===== src/rtl/frame_rx_pkg.sv =====
// frame_rx_pkg: shared state encoding, framing defaults and checksum width for frame_rx
package frame_rx_pkg;
  localparam logic [2:0] S_IDLE    = 3'd0;
  localparam logic [2:0] S_LEN     = 3'd1;
  localparam logic [2:0] S_PAYLOAD = 3'd2;
  localparam logic [2:0] S_CHK     = 3'd3;
  localparam logic [2:0] S_DRAIN   = 3'd4;
  localparam logic [7:0] SOF_DEFAULT     = 8'hA5;
  localparam int         MAX_LEN_DEFAULT = 16;
  localparam int         TIMEOUT_DEFAULT = 255;
  localparam int         CHK_W           = 8;
  function automatic int addr_w(input int depth);
    return depth > 1 ? $clog2(depth) : 1;
  endfunction
endpackage


===== src/rtl/frame_buf.sv =====
// frame_buf: payload register file with a synchronous write port and a registered read port
module frame_buf
  import frame_rx_pkg::*;
#(
  parameter int DEPTH = MAX_LEN_DEFAULT,
  parameter int AW    = addr_w(DEPTH),
  parameter int DW    = CHK_W
) (
  input  logic          clk,
  input  logic          rst_n,
  input  logic          we_i,
  input  logic [AW-1:0] waddr_i,
  input  logic [DW-1:0] wdata_i,
  input  logic          re_i,
  input  logic [AW-1:0] raddr_i,
  output logic [DW-1:0] rdata_o
);
  logic [DW-1:0] mem_q [DEPTH];
  logic [DW-1:0] rdata_q;
  // storage is never reset; stale bytes are never read back
  always_ff @(posedge clk) begin
    if (we_i) mem_q[waddr_i] <= wdata_i;
  end
  // read register holds its value between strobes so downstream data stays stable
  always_ff @(posedge clk or negedge rst_n) begin
    if (!rst_n) rdata_q <= '0;
    else if (re_i) rdata_q <= mem_q[raddr_i];
  end
  assign rdata_o = rdata_q;
endmodule


===== src/rtl/frame_rx.sv =====
// frame_rx: SOF hunt, length-prefixed capture, checksum check and bubble-free drain (option: FRAME_TIMEOUT_EN)
module frame_rx
  import frame_rx_pkg::*;
#(
  parameter logic [7:0] SOF_BYTE       = SOF_DEFAULT,
  parameter int         MAX_LEN        = MAX_LEN_DEFAULT,
  parameter int         TIMEOUT_CYCLES = TIMEOUT_DEFAULT
) (
  input  logic       clk,
  input  logic       rst_n,
  input  logic [7:0] in_data,
  input  logic       in_valid,
  output logic [7:0] data_out,
  output logic       valid_out,
  output logic       frame_done,
  output logic       err_len,
  output logic       err_chk,
  output logic       err_ovr,
  output logic       err_timeout,
  output logic       busy
);
  localparam int            IW    = $clog2(MAX_LEN + 1);
  localparam int            AW    = addr_w(MAX_LEN);
  localparam logic [7:0]    MAX_B = 8'(MAX_LEN);
  localparam logic [IW-1:0] ONE   = IW'(1);
  logic [2:0]       state_q, state_d;
  logic [IW-1:0]    len_q, len_d, wr_idx_q, wr_idx_d, rd_idx_q, rd_idx_d, wr_nxt, rd_nxt;
  logic [CHK_W-1:0] sum_q, sum_d;
  logic             valid_q, valid_d, done_q, done_d;
  logic             err_len_q, err_len_d, err_chk_q, err_chk_d, err_ovr_q, err_ovr_d;
  logic             we, re, to_hit;
  logic [AW-1:0]    raddr;
  assign wr_nxt = wr_idx_q + ONE;
  assign rd_nxt = rd_idx_q + ONE;
  // read address runs one byte ahead of the byte on data_out so the drain has no bubble
  assign raddr  = state_q == S_DRAIN ? rd_nxt[AW-1:0] : '0;
  frame_buf #(.DEPTH(MAX_LEN), .AW(AW), .DW(8)) u_buf (
    .clk     (clk),
    .rst_n   (rst_n),
    .we_i    (we),
    .waddr_i (wr_idx_q[AW-1:0]),
    .wdata_i (in_data),
    .re_i    (re),
    .raddr_i (raddr),
    .rdata_o (data_out)
  );
  // frame state machine: next state, indices, running sum and registered pulses
  always_comb begin
    state_d   = state_q;
    len_d     = len_q;
    wr_idx_d  = wr_idx_q;
    rd_idx_d  = rd_idx_q;
    sum_d     = sum_q;
    valid_d   = 1'b0;
    done_d    = 1'b0;
    err_len_d = 1'b0;
    err_chk_d = 1'b0;
    err_ovr_d = 1'b0;
    we        = 1'b0;
    re        = 1'b0;
    case (state_q)
      S_IDLE: state_d = (in_valid && in_data == SOF_BYTE) ? S_LEN : S_IDLE;
      S_LEN: if (in_valid) begin
        sum_d     = in_data;
        len_d     = in_data[IW-1:0];
        wr_idx_d  = '0;
        err_len_d = in_data == 8'd0 || in_data > MAX_B;
        state_d   = err_len_d ? S_IDLE : S_PAYLOAD;
      end
      S_PAYLOAD: if (in_valid) begin
        we       = 1'b1;
        sum_d    = sum_q + in_data;
        wr_idx_d = wr_nxt;
        state_d  = wr_nxt == len_q ? S_CHK : S_PAYLOAD;
      end
      S_CHK: if (in_valid) begin
        re        = in_data == sum_q;
        valid_d   = re;
        done_d    = re && len_q == ONE;
        rd_idx_d  = '0;
        err_chk_d = !re;
        state_d   = re ? S_DRAIN : S_IDLE;
      end
      S_DRAIN: begin
        err_ovr_d = in_valid;
        re        = rd_nxt != len_q;
        valid_d   = re;
        done_d    = re && rd_nxt + ONE == len_q;
        rd_idx_d  = re ? rd_nxt : rd_idx_q;
        state_d   = re ? S_DRAIN : S_IDLE;
      end
      default: state_d = S_IDLE;
    endcase
    if (to_hit) state_d = S_IDLE;
  end
  // state and output registers
  always_ff @(posedge clk or negedge rst_n) begin
    if (!rst_n) begin
      state_q   <= S_IDLE;
      len_q     <= '0;
      wr_idx_q  <= '0;
      rd_idx_q  <= '0;
      sum_q     <= '0;
      valid_q   <= 1'b0;
      done_q    <= 1'b0;
      err_len_q <= 1'b0;
      err_chk_q <= 1'b0;
      err_ovr_q <= 1'b0;
    end else begin
      state_q   <= state_d;
      len_q     <= len_d;
      wr_idx_q  <= wr_idx_d;
      rd_idx_q  <= rd_idx_d;
      sum_q     <= sum_d;
      valid_q   <= valid_d;
      done_q    <= done_d;
      err_len_q <= err_len_d;
      err_chk_q <= err_chk_d;
      err_ovr_q <= err_ovr_d;
    end
  end
`ifdef FRAME_TIMEOUT_EN
  localparam int            TW      = $clog2(TIMEOUT_CYCLES + 1);
  localparam logic [TW-1:0] TO_LAST = TW'(TIMEOUT_CYCLES - 1);
  logic [TW-1:0] to_q;
  logic          err_to_q, mid;
  assign mid    = state_q == S_LEN || state_q == S_PAYLOAD || state_q == S_CHK;
  assign to_hit = mid && !in_valid && to_q == TO_LAST;
  // counts consecutive starved cycles mid-frame; an accepted byte or leaving the frame clears it
  always_ff @(posedge clk or negedge rst_n) begin
    if (!rst_n) begin
      to_q     <= '0;
      err_to_q <= 1'b0;
    end else begin
      to_q     <= (mid && !in_valid && !to_hit) ? to_q + TW'(1) : '0;
      err_to_q <= to_hit;
    end
  end
  assign err_timeout = err_to_q;
`else
  logic unused_timeout;
  assign unused_timeout = |TIMEOUT_CYCLES;
  assign to_hit         = 1'b0;
  assign err_timeout    = 1'b0;
`endif
  assign valid_out  = valid_q;
  assign frame_done = done_q;
  assign err_len    = err_len_q;
  assign err_chk    = err_chk_q;
  assign err_ovr    = err_ovr_q;
  assign busy       = state_q != S_IDLE;
endmodule

===== config.mk =====
export PLATFORM = sky130hd
export DESIGN_NAME = frame_rx
export DESIGN_NICKNAME = d
export VERILOG_FILES = /design/src/rtl/frame_rx_pkg.sv /design/src/rtl/frame_buf.sv /design/src/rtl/frame_rx.sv
export SDC_FILE = /design/constraint.sdc
export NUM_CORES = 1
export LEC_CHECK = 0
export CAP_MARGIN = 20
export CORE_MARGIN = 4
export CORE_UTILIZATION = 39
export DETAILED_ROUTE_END_ITERATION = 10
export SETUP_SLACK_MARGIN = 0.1
export SLEW_MARGIN = 20
export SYNTH_ARGS = -nofsm -noshare
export SYNTH_HDL_FRONTEND = slang
export SYNTH_SLANG_ARGS = --single-unit

===== constraint.sdc =====
create_clock -name clk -period 3.5 [get_ports clk]
set_clock_uncertainty 0.05 [all_clocks]
set_input_delay 0.525 -clock clk [delete_from_list [all_inputs] [get_ports clk]]
set_output_delay 0.525 -clock clk [all_outputs]
set_load 0.01 [all_outputs]

==> results of run 1 <==
## metal layers
metal  track usage  routed length (µm)  vias up
li1              -                   -     2221
met1        0.2350                8191     2443
met2        0.2657                8627      139
met3       0.04047                 838       37
met4       0.07176                 567        0
met5             0                   0        -
## per-stage QoR
step	hold WS, ns	std cells
floorplan	0.1794	564
global placement	0.4220	840
detailed placement	0.4353	840
CTS	0.2328	872
global route	0.2674	872
finish	0.1923	872
## placed cells by master, fill, tap and decap left out, types with 9 or more instances in the layout
cell type	instances
edfxtp_1	128
nand2_1	73
dfrtp_1	38
nor2_1	28
mux2i_1	28
o21ai_0	25
clkdlybuf4s50_1	23
buf_4	23
clkbuf_16	17
xnor2_1	16
nand3_1	14
ha_1	13
inv_1	12
o22ai_1	10
a31oi_1	10
nor4_1	9
xor2_1	9
o221ai_1	9
o211ai_1	9
## cell usage after synthesis (2+ instances only)
cell and number:
a222oi_1 8, and2_1 5, nand2b_1 8, o22ai_1 10, a21o_1 2, o211ai_1 9
nor4_1 9, edfxtp_1 128, nor3_1 4, nor2b_1 4, nor3_2 2, buf_6 4
mux2i_1 28, a21oi_1 8, xnor2_1 17, clkbuf_1 12, o21ai_0 25, or3_1 2
a31oi_1 10, mux2_2 3, nor2_1 28, dfrtp_1 39, buf_4 4, mux4_1 5
inv_1 12, o21ai_1 2, o221ai_1 9, buf_2 7, nor3b_4 2, nand2_1 73
ha_1 13, a32o_1 8, or4b_1 2, buf_1 4, nand3_1 14, and3_1 6
mux4_2 3, xor2_1 9
## path summary, 6_finish.rpt
check	from	endpoint	slack, ns
worst max-delay path	rd_idx_q[0]	u_buf.rdata_o[2]	0.71
worst min-delay path	rst_n	wr_idx_q[2]	0.19
worst max register to register	rd_idx_q[0]	u_buf.rdata_o[2]	0.71
worst min register to register	sum_q[0]	sum_q[0]	0.45
max in group asynchronous	rst_n	rd_idx_q[0]	2.54
min in group clk	sum_q[0]	sum_q[0]	0.45
## flip-flops by register name (all words and copies together) (netlist names)
signal / cells
u_buf.rdata_o: 8
err_chk: 1
wr_idx_q: 5
u_buf.mem_q: 128
rd_idx_q: 5
err_len: 1
len_q: 5
valid_out: 1
frame_done: 1
state_q: 3
sum_q: 8
err_ovr: 1
## final cells by class
cell class | instances | share of cell area
inverters | 12 | 0.005098
multi-input cells | 354 | 0.2895
well taps | 260 | 0.03682
clock inverters | 15 | 0.02861
clock buffers | 17 | 0.04815
repair buffers | 47 | 0.04617
flip-flops and latches | 167 | 0.5457
## kinds of logic (layout without fill, tap and decap cells)
group / after synthesis / count (layout) / synth area share
fa+ha+maj: 14 / 14 / 0.02409
compound gates: 102 / 102 / 0.09535
simple gates: 172 / 172 / 0.1186
xor+xnor: 26 / 26 / 0.03002
other cells: 1 / 1 / 0.0004944
flops: 167 / 167 / 0.6354
mux: 39 / 39 / 0.06763
buf+inv: 43 / 91 / 0.02837
## power breakdown
part           leakage (nW)  total (mW)  internal [mW]  switching, mW
registers              1.64        2.38           2.25          0.132
clock network         0.332        2.12           1.30          0.825
logic                  1.15       0.912          0.405          0.507
==> impl_metrics.ini, run 1 <==
[power_and_ir_drop]
leakagePower_nw = 3.126
powerDensity_nw_per_um2 = 612.9
p_total_mw = 5.415
vdd_drop_max_mv = 0.3073

[detailed_routing]
drc = 0
first_pass_iters = 7
num_vias = 4840
initialDrtViolationCount = 404
viasPerCell = 5.550
wl_per_cell_um = 20.90
drtAntennaViolNets = 0
wl_mm = 18.23

[logic_synthesis]
synth-seq-area-share = 0.6354
synth_seq_cells = 167
synthArstFlopShare = 0.2335
yosysWarnings = 0
postSynthCellCount = 564
syn_avg_cell_area_um2 = 13.45
yosysUniqueCellTypes = 64
synth_area_leaders = edfxtp_1 (51%), dfrtp_1 (13%), mux2i_1 (3.7%)
synth_ff_type = edfxtp_1
synth_top_area_frac = 0.5068
syn-cell-area_um2 = 7585
synthesis.nets = 589
synth_edf_count = 128
yosysTopAreaCell = edfxtp_1

[worst_setup_path]
worstSetupEndpointType = flop
cp.arrival_ns = 3.01
critPathKind = reg -> reg
cp.required_ns = 3.72
crit_family = adder cells
critPathMaxStageDelay_ns = 0.74
path_depth = 8
crit_fanout = 17
cp-start-kind = flop
slowest_stage = ha_1
rr_worst_depth = 8
path_buf_inv = 1
path_cells = inv_1 -> ha_1 -> xor2_1 -> and2_1 -> a41o_1 -> o21ai_2 -> nor2_1 -> a31oi_1

[cts]
cts_made_buffers = 17
clockRootBuffer = clkbuf_16
cts.sinks = 167
cts_repair_resize_count = 0
clk_latency_ns = 0.43
cts.htree.levels = 4
hold_buffers = 0
post_cts_buffers = 0
clk_pin_slew_worst_paths_ns = 0.07
cts_tree = yes
clockBufferDepth = 2

[sta]
min_period_ns = 2.792
final_hold_viol_count = 0
slew_violations = 0
setup_tns_ns = 0
setup_ws_ns = 0.7085
slew-limit-headroom = 0.3482
period_share = 0.7976
fmax_ghz = 0.3582
rsz0062_at_grt = false
setup_viol = 0
tightest_slew_ns = 0.9777

[layout]
post-route-cell-area_um2 = 8835
fin_util = 0.4676
synthToLayoutAreaGrowth_pct = 16.48
drive_gt1_frac = 0.1258
regArea_um2 = 4821
multiInputGateArea_um2 = 2557
fillers = 1671
nNetsFinal = 624
diodes = 0

[status]
outcome = completed

[grt]
grt_usage = 0.1720
grt_pass1_vias = 4798
antenna_found_initial = 0
grt_pass1_wl_mm = 28.20
grt-ovfl-total = 0
grt_max_degree = 42

[placed_design]
hpwl_mm = 12.31
place_area_um2 = 8157
place_ws_ns = 0.5726
routabilityCongestion = 0.8450
numPortBuffers = 24

[floorplanning]
die-area_um2 = 21740
die_w_um = 147.5
initial_utilization = 0.4015
rows = 50
pin_count = 26
die_y_um = 147.5
core_um2 = 18890

[worst_hold_path]
hold_class = in -> async

[flow_run]
drv_cap = 0
Power figures use the tool's default switching activity.
==> run 2, diff against run 1 <==
- clock period: 3.5 -> 2.5 ns (I/O delays scaled with it)
==> impl_metrics.ini, run 2 (synthesis results as in run 1) <==
[status]
outcome = completed

[floorplanning]
die-area_um2 = 21740
rows = 50
initial_utilization = 0.4015
die_w_um = 147.5
pin_count = 26
core_um2 = 18890
die_y_um = 147.5

[detailed_routing]
viasPerCell = 5.394
wl_mm = 18.07
first_pass_iters = 5
wl_per_cell_um = 19.98
drc = 0
num_vias = 4876
drtAntennaViolNets = 0
initialDrtViolationCount = 510

[layout]
diodes = 0
fin_util = 0.4808
synthToLayoutAreaGrowth_pct = 19.76
layout_common_cells = edfxtp_1 (128), nand2_1 (73), buf_4 (47)
fin_cells = 904
post-route-cell-area_um2 = 9084
nNetsFinal = 656
largest-register = u_buf.mem_q
largest_register_ffs = 128
layout_commonest_cell = edfxtp_1
drive_gt1_frac = 0.1708

[cts]
cts.sinks = 167
clk_pin_slew_worst_paths_ns = 0.07
cts_made_buffers = 17
cts_tree = yes
clockBufferDepth = 2
clk_latency_ns = 0.43
clockRootBuffer = clkbuf_16
cts.htree.levels = 4

[worst_setup_path]
crit_family = multiplexers
cp.arrival_ns = 2.60
worstSetupEndpointType = flop
setup.worst_path.start = rd_idx_q[0]
path_cells = nor4b_4 -> buf_12 -> mux4_1 -> nand2b_1 -> o211ai_1 -> a31oi_1
cp.required_ns = 2.75
path_buf_inv = 1
critPathMaxStageDelay_ns = 0.61
r2r-start = rd_idx_q[0]
crit_fanout = 13
slowest_stage = mux4_1
cp-start-kind = flop
critPathKind = reg -> reg

[sta]
fin_hold_ws_ns = 0.3368
min_period_ns = 2.351
final_hold_viol_count = 0
setup_tns_ns = 0
slew-limit-headroom = 0.5846
period_share = 0.9403
tightest_slew_ns = 0.6231
setup_ws_ns = 0.1494
slew_violations = 0
fmax_ghz = 0.4254
rsz0062_at_grt = true
setup_viol = 0

[placed_design]
placed_cells = 870
hpwl_mm = 12.63
numPortBuffers = 24
routabilityCongestion = 0.8114
place_area_um2 = 8476
place_ws_ns = -0.1973

[worst_hold_path]
hold_class = in -> async

[power_and_ir_drop]
leakagePower_nw = 3.257
vdd_drop_max_mv = 0.5730
p_total_mw = 7.190
powerDensity_nw_per_um2 = 791.5

[grt]
grt_pass1_wl_mm = 28.15
grt_max_degree = 41
grt-ovfl-total = 0
antenna_found_initial = 0
grt_usage = 0.1700
grt_pass1_vias = 4851

[flow_run]
drv_cap = 0
==> run 2: cell count changes in the layout (fill, tap and decap cells not counted), sizes merged <==
| cell | before | now |
|---|---|---|
| dlygate4sd3 | 0 | 1 |
| buf | 24 | 55 |
| clkinv | 2 | 7 |
| bufinv | 5 | 0 |
==> run 2: routing by layer <==
layer	global-route usage	part of all wire
met5	0	0
met4	0.04800	0.018
met3	0.03250	0.042
met2	0.2841	0.50
met1	0.2286	0.44
==> run 2: worst paths after layout <==
check                                   end  slack, ns  cells past startpoint
max                        u_buf.rdata_o[4]       0.15                      6
min                             wr_idx_q[1]       0.34                      2
max reg2reg                u_buf.rdata_o[4]       0.15                      6
min reg2reg                        sum_q[0]       0.44                      2
max in group asynchronous       rd_idx_q[0]       1.47                      3
min in group clk                   sum_q[0]       0.44                      2
==> run 2: report_power, final <==
| group | internal, mW | switching, mW |
|---|---|---|
| Clock | 1.34 | 1.20 |
| Combinational | 0.620 | 0.722 |
| Sequential | 3.14 | 0.167 |
==> run 2: what timing repair did <==
item                                    CTS  global route
endpoints found under the setup margin    0             6
gates resized for setup                   0             2
hold buffers                              1             0
buffers inserted                          0             1
endpoints found under the hold margin     9             0
==> run 2: layout make-up <==
class	instances	area (µm²)
clock inverter	15	157.7
multi-input combinational	354	2571
fill	1662	9809
inverter	12	45.04
timing repair buffer	79	738.2
sequential	167	4821
clock buffer	17	425.4
tap	260	325.3
==> run 2: worst reg2reg max path, stage by stage, from the launching register on <==
cell	delay, ns
dfrtp_2	0.50
nor4b_4	0.37
buf_12	0.21
mux4_1	0.62
nand2b_1	0.17
o211ai_1	0.18
a31oi_1	0.13
==> run 3, diff against run 2 <==
- CORE_MARGIN: 4 -> 2
- clock period: 2.5 -> 2.1 ns (I/O delays scaled with it)
==> impl_metrics.ini, run 3 (synthesis results as in run 1) <==
[power_and_ir_drop]
vdd_drop_max_mv = 0.5154
powerDensity_nw_per_um2 = 921.4
leakagePower_nw = 3.625

[grt]
antenna_found_initial = 0
grt_max_degree = 41
grt-ovfl-total = 0
grt_usage = 0.2026
grt_pass1_wl_mm = 30.44
grt_pass1_vias = 5078

[layout]
synthToLayoutAreaGrowth_pct = 32.25
post-route-cell-area_um2 = 10030
regArea_um2 = 4825
layout_commonest_cell = edfxtp_1
nNetsFinal = 710
multiInputGateArea_um2 = 2912
largest-register = u_buf.mem_q
diodes = 0
largest_register_ffs = 128
fillers = 1613
drive_gt1_frac = 0.3109
layout_common_cells = edfxtp_1 (128), buf_4 (80), nand2_1 (71)
fin_cells = 963

[cts]
clk_latency_ns = 0.42
clockRootBuffer = clkbuf_16
clockBufferDepth = 2
clk_pin_slew_worst_paths_ns = 0.07
cts.sinks = 167
cts_tree = yes
cts_made_buffers = 17
cts.htree.levels = 4

[worst_setup_path]
cp-start-kind = flop
crit_fanout = 8
r2r-start = state_q[1]
rr_worst_depth = 6
cp.arrival_ns = 2.45
critPathKind = reg -> reg
cp.required_ns = 2.35
r2r_end = u_buf.rdata_o[2]
worstSetupEndpointType = flop
r2r_slack_ns = -0.09

[sta]
rsz0062_at_grt = true
setup_ws_ns = -0.09254
slew-limit-headroom = 0.4835
final_hold_viol_count = 0
tightest_slew_ns = 0.7747
fmax_ghz = 0.4561
period_share = 1.044
setup_viol = 11
min_period_ns = 2.193
slew_violations = 0

[placed_design]
placed_cells = 917
place_area_um2 = 8984
routabilityCongestion = 0.8462
hpwl_mm = 13.69
numPortBuffers = 24

[detailed_routing]
wl_per_cell_um = 21.19
viasPerCell = 5.404
num_vias = 5204
first_pass_iters = 5
drc = 0
drtAntennaViolNets = 0
wl_mm = 20.41
initialDrtViolationCount = 667

[status]
outcome = finished, violations left
violations = negative setup slack

[floorplanning]
core_um2 = 19270
pin_count = 26
die_w_um = 143.5
initial_utilization = 0.3936
rows = 51
die_y_um = 143.5
die-area_um2 = 20580

[worst_hold_path]
min_to = len_q[1]
holdPathStages = 3
hold_class = in -> reg
min_from = in_data[1]

[flow_run]
drv_cap = 0
[run 3: changes by cell type in the layout (fill, tap and decap cells not counted), sizes merged]
cell and delta:
dlymetal6s2s +1, buf +55, clkdlybuf4s50 -3, inv -7
clkinv -3, clkinvlp +3, dlygate4sd2 +1, bufinv +3
clkbuf +4
[run 3: worst max path at each step]
stage,startpoint,endpoint,depth (start not counted)
after floorplan,rd_idx_q[0],frame_done,10
after global placement,in_data[0],sum_q[6],10
after detailed placement,in_data[0],sum_q[6],10
after CTS,rd_idx_q[0],rd_idx_q[1],8
after global routing,rd_idx_q[0],u_buf.rdata_o[6],9
final,state_q[1],u_buf.rdata_o[2],6
[run 3: worst max-delay path, stage by stage, from the launching register on]
cell and delay (ns):
dfrtp_2 0.47, or3b_1 0.47, buf_4 0.19, nor3_4 0.36, a222oi_1 0.20, nand2_1 0.21, a31oi_1 0.12
[run 3: power breakdown]
group | leakage (nW) | switching (mW) | internal [mW]
Sequential | 1.64 | 0.240 | 3.74
Clock | 0.290 | 1.28 | 1.94
Combinational | 1.70 | 1.04 | 0.993
Total | 3.62 | 2.57 | 6.67
[run 3: repair_timing]
| action | CTS | global route |
|---|---|---|
| endpoints found under the setup margin | 18 | 113 |
| buffers inserted | 6 | 7 |
| pin swaps | 12 | 19 |
| hold buffers | 1 | 0 |
| hold endpoints to repair | 30 | 0 |
| gates cloned | 1 | 0 |
| resized for setup | 44 | 47 |
[run 3: metrics by stage]
stage / worst slack (ns) / setup TNS, ns / util / hold WS, ns / power [mW]
finish: -0.09254 / -0.4132 / 0.5205 / 0.2925 / 9.242
global route: -0.1508 / -1.456 / 0.5205 / 0.3124 / 9.612
CTS: -0.06492 / -0.5241 / 0.5069 / 0.4487 / 9.098
detailed placement: -0.4412 / -22.57 / 0.4662 / 0.3831 / 5.783
global placement: -0.4462 / -21.64 / 0.4662 / 0.3645 / 5.736
floorplan: -0.07296 / -0.2213 / - / -0.03059 / 5.051
[run 3: final cells by class]
cell class              instances  share of cell area
flip-flops and latches        167              0.4810
inverters                      12            0.004740
clock inverters                11             0.01484
multi-input cells             354              0.2903
clock buffers                  21             0.04590
repair buffers                133              0.1302
well taps                     265             0.03305
[run 3: metal layers]
layer  routed length, µm  up-vias  global-route usage  part of all wire
met4                 287        0             0.05470             0.014
met3                1057       19             0.04332             0.052
met2                9610      174              0.3130              0.47
li1                    -     2382                   -                 -
met1                9453     2629              0.2913              0.46
met5                   0        -                   0                 0
